### config.mk
export PLATFORM = sky130hd
export DESIGN_NAME = dmi_jtag_dtm
export DESIGN_NICKNAME = d
export VERILOG_FILES = /design/src/rtl/dmi_jtag_dtm.sv
export SDC_FILE = /design/constraint.sdc
export NUM_CORES = 1
export LEC_CHECK = 0
export BUFFER_PORTS_ARGS = -buffer_cell sky130_fd_sc_hd__buf_2
export CORE_MARGIN = 4
export CORE_UTILIZATION = 50
export CTS_CLUSTER_DIAMETER = 100
export CTS_CLUSTER_SIZE = 30
export DETAILED_ROUTE_END_ITERATION = 16
export MAX_ROUTING_LAYER = met4
export PLACE_DENSITY = 0.68
export SYNTH_ARGS = -nofsm -noshare
export SYNTH_HDL_FRONTEND = slang
export SYNTH_SLANG_ARGS = --single-unit
### constraint.sdc
create_clock -name clk -period 2.3 [get_ports clk]
set_input_delay 0.345 -clock clk [delete_from_list [all_inputs] [get_ports clk]]
set_output_delay 0.345 -clock clk [all_outputs]
set_load 0.05 [all_outputs]
### src/rtl/dmi_jtag_dtm.sv
// JTAG Debug Transport Module: oversamples a JTAG port on clk, runs the
// IEEE 1149.1 TAP, and turns dmi scans into one-clk DMI read/write strobes.
module dmi_jtag_dtm #(
  parameter logic [31:0] IDCODE = 32'h1000_0001,
  parameter int          ABITS  = 7
) (
  input  logic             clk,
  input  logic             reset_n,
  input  logic             tck,
  input  logic             tms,
  input  logic             tdi,
  output logic             tdo,
  output logic             tdo_en,
  output logic             dmi_wr,
  output logic             dmi_rd,
  output logic [ABITS-1:0] dmi_addr,
  output logic [31:0]      dmi_wdata,
  input  logic [31:0]      dmi_rdata
);
  localparam int DRW = ABITS + 34;

  typedef enum logic [3:0] {
    TLR, RTI, SEL_DR, CAP_DR, SH_DR, EX1_DR, PAU_DR, EX2_DR, UPD_DR,
    SEL_IR, CAP_IR, SH_IR, EX1_IR, PAU_IR, EX2_IR, UPD_IR
  } tap_e;

  logic tck_s1_q, tck_s2_q, tck_prev_q;
  logic tms_s1_q, tms_q, tdi_s1_q, tdi_q;
  logic tck_rise, tck_fall;
  tap_e state_q, state_d;

  logic [4:0]       ir_q, ir_sr_q;
  logic [DRW-1:0]   dr_sr_q, dr_cap, dr_shift;
  logic             tdo_q;
  logic [1:0]       dmistat_q;
  logic [ABITS-1:0] last_addr_q, dmi_addr_q;
  logic [31:0]      last_data_q, dmi_wdata_q;
  logic             dmi_rd_q, dmi_wr_q;

  // Two-flop synchronizers plus a history flop for tck edge detection
  always_ff @(posedge clk or negedge reset_n) begin
    if (!reset_n) begin
      tck_s1_q <= 1'b0; tck_s2_q <= 1'b0; tck_prev_q <= 1'b0;
      tms_s1_q <= 1'b0; tms_q    <= 1'b0;
      tdi_s1_q <= 1'b0; tdi_q    <= 1'b0;
    end else begin
      tck_s1_q <= tck;  tck_s2_q <= tck_s1_q; tck_prev_q <= tck_s2_q;
      tms_s1_q <= tms;  tms_q    <= tms_s1_q;
      tdi_s1_q <= tdi;  tdi_q    <= tdi_s1_q;
    end
  end

  assign tck_rise = tck_s2_q & ~tck_prev_q;
  assign tck_fall = ~tck_s2_q & tck_prev_q;

  // TAP state register
  always_ff @(posedge clk or negedge reset_n) begin
    if (!reset_n) state_q <= TLR;
    else          state_q <= state_d;
  end

  // TAP next state, advanced only on a tck rising edge
  always_comb begin
    state_d = state_q;
    if (tck_rise) begin
      unique case (state_q)
        TLR:    state_d = tms_q ? TLR    : RTI;
        RTI:    state_d = tms_q ? SEL_DR : RTI;
        SEL_DR: state_d = tms_q ? SEL_IR : CAP_DR;
        CAP_DR: state_d = tms_q ? EX1_DR : SH_DR;
        SH_DR:  state_d = tms_q ? EX1_DR : SH_DR;
        EX1_DR: state_d = tms_q ? UPD_DR : PAU_DR;
        PAU_DR: state_d = tms_q ? EX2_DR : PAU_DR;
        EX2_DR: state_d = tms_q ? UPD_DR : SH_DR;
        UPD_DR: state_d = tms_q ? SEL_DR : RTI;
        SEL_IR: state_d = tms_q ? TLR    : CAP_IR;
        CAP_IR: state_d = tms_q ? EX1_IR : SH_IR;
        SH_IR:  state_d = tms_q ? EX1_IR : SH_IR;
        EX1_IR: state_d = tms_q ? UPD_IR : PAU_IR;
        PAU_IR: state_d = tms_q ? EX2_IR : PAU_IR;
        EX2_IR: state_d = tms_q ? UPD_IR : SH_IR;
        UPD_IR: state_d = tms_q ? SEL_DR : RTI;
        default: state_d = TLR;
      endcase
    end
  end

  // Capture value and one-step shift of the DR selected by IR;
  // every register shifts tdi into its own MSB
  always_comb begin
    dr_cap   = '0;
    dr_shift = '0;
    unique case (ir_q)
      5'h01: begin
        dr_cap[31:0]   = IDCODE;
        dr_shift[31:0] = {tdi_q, dr_sr_q[31:1]};
      end
      5'h10: begin
        dr_cap[31:0]   = {17'd0, 3'd1, dmistat_q, 6'(ABITS), 4'd1};
        dr_shift[31:0] = {tdi_q, dr_sr_q[31:1]};
      end
      5'h11: begin
        dr_cap   = {last_addr_q, last_data_q, dmistat_q};
        dr_shift = {tdi_q, dr_sr_q[DRW-1:1]};
      end
      default: dr_shift[0] = tdi_q;  // BYPASS captures 0
    endcase
  end

  // Datapath: capture/shift on tck rise, tdo/update on tck fall, DMI strobes
  always_ff @(posedge clk or negedge reset_n) begin
    if (!reset_n) begin
      ir_q        <= 5'h01;
      ir_sr_q     <= '0;
      dr_sr_q     <= '0;
      tdo_q       <= 1'b0;
      dmistat_q   <= '0;
      last_addr_q <= '0;
      last_data_q <= '0;
      dmi_addr_q  <= '0;
      dmi_wdata_q <= '0;
      dmi_rd_q    <= 1'b0;
      dmi_wr_q    <= 1'b0;
    end else begin
      dmi_rd_q <= 1'b0;
      dmi_wr_q <= 1'b0;
      // read data is valid while the strobe is high
      if (dmi_rd_q) last_data_q <= dmi_rdata;
      if (tck_rise) begin
        unique case (state_q)
          CAP_IR:  ir_sr_q <= 5'b00001;
          SH_IR:   ir_sr_q <= {tdi_q, ir_sr_q[4:1]};
          CAP_DR:  dr_sr_q <= dr_cap;
          SH_DR:   dr_sr_q <= dr_shift;
          default: ;
        endcase
      end
      if (tck_fall) begin
        unique case (state_q)
          SH_IR:  tdo_q <= ir_sr_q[0];
          SH_DR:  tdo_q <= dr_sr_q[0];
          UPD_IR: ir_q  <= ir_sr_q;
          UPD_DR: begin
            if (ir_q == 5'h10) begin
              if (dr_sr_q[16] | dr_sr_q[17]) dmistat_q <= '0;
            end else if (ir_q == 5'h11 && dmistat_q == 2'd0) begin
              unique case (dr_sr_q[1:0])
                2'd1: begin
                  dmi_rd_q    <= 1'b1;
                  dmi_addr_q  <= dr_sr_q[DRW-1 -: ABITS];
                  last_addr_q <= dr_sr_q[DRW-1 -: ABITS];
                end
                2'd2: begin
                  dmi_wr_q    <= 1'b1;
                  dmi_addr_q  <= dr_sr_q[DRW-1 -: ABITS];
                  dmi_wdata_q <= dr_sr_q[33:2];
                  last_addr_q <= dr_sr_q[DRW-1 -: ABITS];
                  last_data_q <= dr_sr_q[33:2];
                end
                2'd3:    dmistat_q <= 2'd2;
                default: ;
              endcase
            end
          end
          default: ;
        endcase
      end
      if (state_q == TLR) ir_q <= 5'h01;
    end
  end

  assign tdo_en    = (state_q == SH_IR) || (state_q == SH_DR);
  assign tdo       = tdo_en & tdo_q;
  assign dmi_rd    = dmi_rd_q;
  assign dmi_wr    = dmi_wr_q;
  assign dmi_addr  = dmi_addr_q;
  assign dmi_wdata = dmi_wdata_q;

endmodule
==> metrics.md <==
| Metric | Value |
|---|---|
| Hold endpoint | `tdi_s1_q$_DFF_PN0_` |
| Total power | `6.57 mW` |
| ANT nets after route | `0` |
| Max H-tree Level | `4` |
| Required @ worst endpoint | `1960 ps` |
| Pwr dens | `just under 900 nW/um^2` |
| Max Slew Vio Count | `0` |
| Worst path cell trace | `or4b_4, nand2_2, and2_2, buf_4` |
| Wirelength, routed | `about 14 mm` |
| Post-Synthesis Cells | `535` |
| Clk_lat worst skew | `410 ps` |
| Num Clock Sinks | `137` |
| Synth async-reset ratio | `100%` |
| Core Box Area | `12200 um^2` |
| Gr ovfl total | `0` |
| Reg clk slew, reported paths | `60 ps` |
| Initial core utilization | `51.8%` |
| Via count | `4489` |
| Gpl congestion | `0.800` |
| WP buf/inv | `1` |
| Synth top area share | `between 50% and 60%` |
| Largest net degree at the start of global routing | `59` |
| Final instance area | `7580 um^2` |
| Die Y | `between 100 and 150 um` |
| CTS tree | `built` |
| CTS Root Cell | `clkbuf_16` |
| Leak Pwr | `3.75 nW` |
| Vias in the first global route | `4495` |
| Port Buffer Count | `79` |
| Synthesized cell area | `6300 um^2` |
| Die X | `120 um` |
| Total CTS buffers | `17` |
| Fin. Hold Viols | `0` |
| Ranking of synthesized cells by area | `dfrtp_1, mux2_2, nand2_1, a22oi_1, o21ai_0` |
| Nets | `663` |
| Maximum clock rate | `460 MHz` |
| Max-cap violations | `0` |
| Critical Path Max Stage Delay | `between 500 and 600 ps` |
| Slew HR | `58.6%` |
| Worst R2R Start | `ir_q[1]$_DFFE_PN0P_` |
| First-pass GRT wire length | `22.7 mm` |
| DP HPWL | `8.75 mm` |
| Final setup violation count | `0` |
| Mean Syn Cell Area | `11.8 um^2` |
| Crit path DAT | `1830 ps` |
| P&R area growth vs syn | `20.4%` |
| Cell count of the worst hold path | `1` |
| Max clock buf depth | `2` |
| Period minus WS final | `2170 ps` |
| Critical path fanouts, max | `4` |
| Commonest non-fill, non-tap cell in the layout | `dfrtp_1` |
| DRC Markers | `0` |
| Worst setup path class | `reg2out` |
| Area after DPL | `6920 um^2` |
| Initial antenna violation count | `0` |
| Peak VDD IR | `0.674 mV` |
| Initial drt markers | `338` |
| Drt via density | `between 5 and 6` |
| Sequential area share after synthesis | `54.4%` |
| HP Start | `tdi` |
| DRT Pass-1 Iters | `5` |
| Total nets after synthesis | `575` |
| Setup_tns | `0 ps` |
| Post-synth top flop | `dfrtp_1` |
| Yosys reg bits | `137` |
| Critical Path Start Type | `flip-flop` |
| Critical Path Sink Type | `output pin` |
| Most frequent cells in the layout | `dfrtp_1, mux2_2, buf_2, nand2_1, o21ai_0` |
| Die area | `around 14000 um^2` |
| Worst-Margin Slew | `619 ps` |
| R2R cell count | `5` |
| Layout cells sized above 1 | `39.2%` |
| Worst hold path class | `in2reg` |
| Final period util | `a little over nine tenths` |
| Wire per inst | `16.8 um` |
| Yosys warns | `0` |
| Synth cell types | `54` |
| N_diodes | `0` |
| Slowest-stage cell, CP | `or4b_4` |
| Reg2reg end | `dmi_addr[1]$_DFFE_PN0P_` |
| Unrepaired setup endpoints after global routing | `false` |
| FP Rows | `40` |
| Top Ports | `80` |
| EDFF count, synth | `0` |
| All-Layer GR Usage | `between 20% and 30%` |
| Top delay family on crit path | `simple AND/OR/NAND/NOR gates` |
| Post-synth top area cell | `dfrtp_1` |
| Run status | `finished, final reports clean` |
| R2r setup slk | `160 ps` |
| Setup Skew | `11.1 ps` |
==> where the power goes <==
| group | internal (mW) | switching [mW] |
|---|---|---|
| sequential | 2.53 | 0.129 |
| clock | 1.76 | 0.957 |
| combinational | 0.447 | 0.750 |
==> routing by layer <==
layer	share of wire (%)	global-route usage, %
met5	0	-
met4	1.1	6.37
met3	5.2	4.63
met2	49	31.7
met1	45	25.9
==> per-stage QoR <==
stage / std cells / hold WS, ps / util, % / setup WS (ps)
after floorplan: 535 / 49.4 / - / 15.7
after CTS: 800 / 16.9 / 62.0 / 15.9
after global routing: 803 / 16.4 / 62.4 / 59.0
final: 803 / 41.1 / 62.4 / 126
after global placement: 767 / 292 / 56.9 / 70.5
after detailed placement: 767 / 298 / 56.9 / -3.60
==> timing repair <==
| action | in CTS | in global routing |
|---|---|---|
| endpoints found under the setup margin | 3 | 30 |
| cloned | 0 | 1 |
| hold buffers | 1 | 0 |
| pin swaps | 2 | 1 |
| setup buffers | 1 | 2 |
| endpoints found under the hold margin | 41 | 0 |
| resized for setup | 1 | 5 |
==> synth_stat cells, types with 2 or more instances <==
| cell | instances |
|---|---|
| a21oi_1 | 20 |
| a22o_1 | 9 |
| a22oi_1 | 25 |
| a32o_1 | 2 |
| and2_1 | 2 |
| and3_1 | 2 |
| buf_1 | 2 |
| buf_2 | 4 |
| buf_4 | 3 |
| buf_6 | 7 |
| clkbuf_1 | 24 |
| dfrtp_1 | 136 |
| ha_1 | 3 |
| inv_1 | 7 |
| mux2_1 | 7 |
| mux2_2 | 98 |
| nand2_1 | 70 |
| nand3_1 | 7 |
| nand3b_1 | 4 |
| nand4_1 | 4 |
| nand4b_1 | 4 |
| nor2_1 | 8 |
| nor2b_1 | 5 |
| nor3_1 | 3 |
| o211ai_1 | 5 |
| o21ai_0 | 33 |
| o21ai_1 | 9 |
| o221ai_1 | 2 |
| o31ai_1 | 2 |
| o32a_1 | 2 |
| or3_1 | 3 |
==> sequential cells by signal (all words and copies together) (netlist names), 4 cells and up <==
signal and cells:
last_data_q 32, ir_q 5, ir_sr_q 5, dr_sr_q 41
dmi_addr 7, dmi_wdata 32, state_q 4
==> kinds of logic (layout without fill, tap and decap cells) <==
family	after synthesis	in the layout	share of synthesized area, %
AOI/OAI and AO/OA	116	116	11.8
xor gates and xnor gates	1	1	0.139
adders and majority gates	3	3	0.596
buffers and inverters	48	147	3.97
DFF	137	137	54.4
muxes	107	107	19.2
and+or+nand+nor	123	124	9.85
==> area by class of cell <==
cell class,count,area (um^2)
Timing Repair Buffer,109,661
Clock buffer,24,512
Sequential cell,137,3430
Inverter,7,26.3
Multi-Input combinational cell,351,2660
Tap cell,168,210
Clock inverter,7,88.8
Fill cell,986,4580
==> worst max-delay path by stage <==
stage                                 startpoint                      end  cells past startpoint  slack [ps]
after CTS                 state_q[0]$_DFFE_PN0P_                      tdo                      4          20
after floorplan           state_q[1]$_DFFE_PN0P_                      tdo                      6          20
final                     state_q[0]$_DFFE_PN0P_                      tdo                      4         130
after detailed placement     ir_q[1]$_DFFE_PN0P_   dr_sr_q[7]$_DFFE_PN0P_                      4          -4
after global placement       ir_q[1]$_DFFE_PN0P_  dmi_addr[2]$_DFFE_PN0P_                      5          70
after global routing      state_q[0]$_DFFE_PN0P_                      tdo                      4          60
Power figures use the tool's default switching activity.
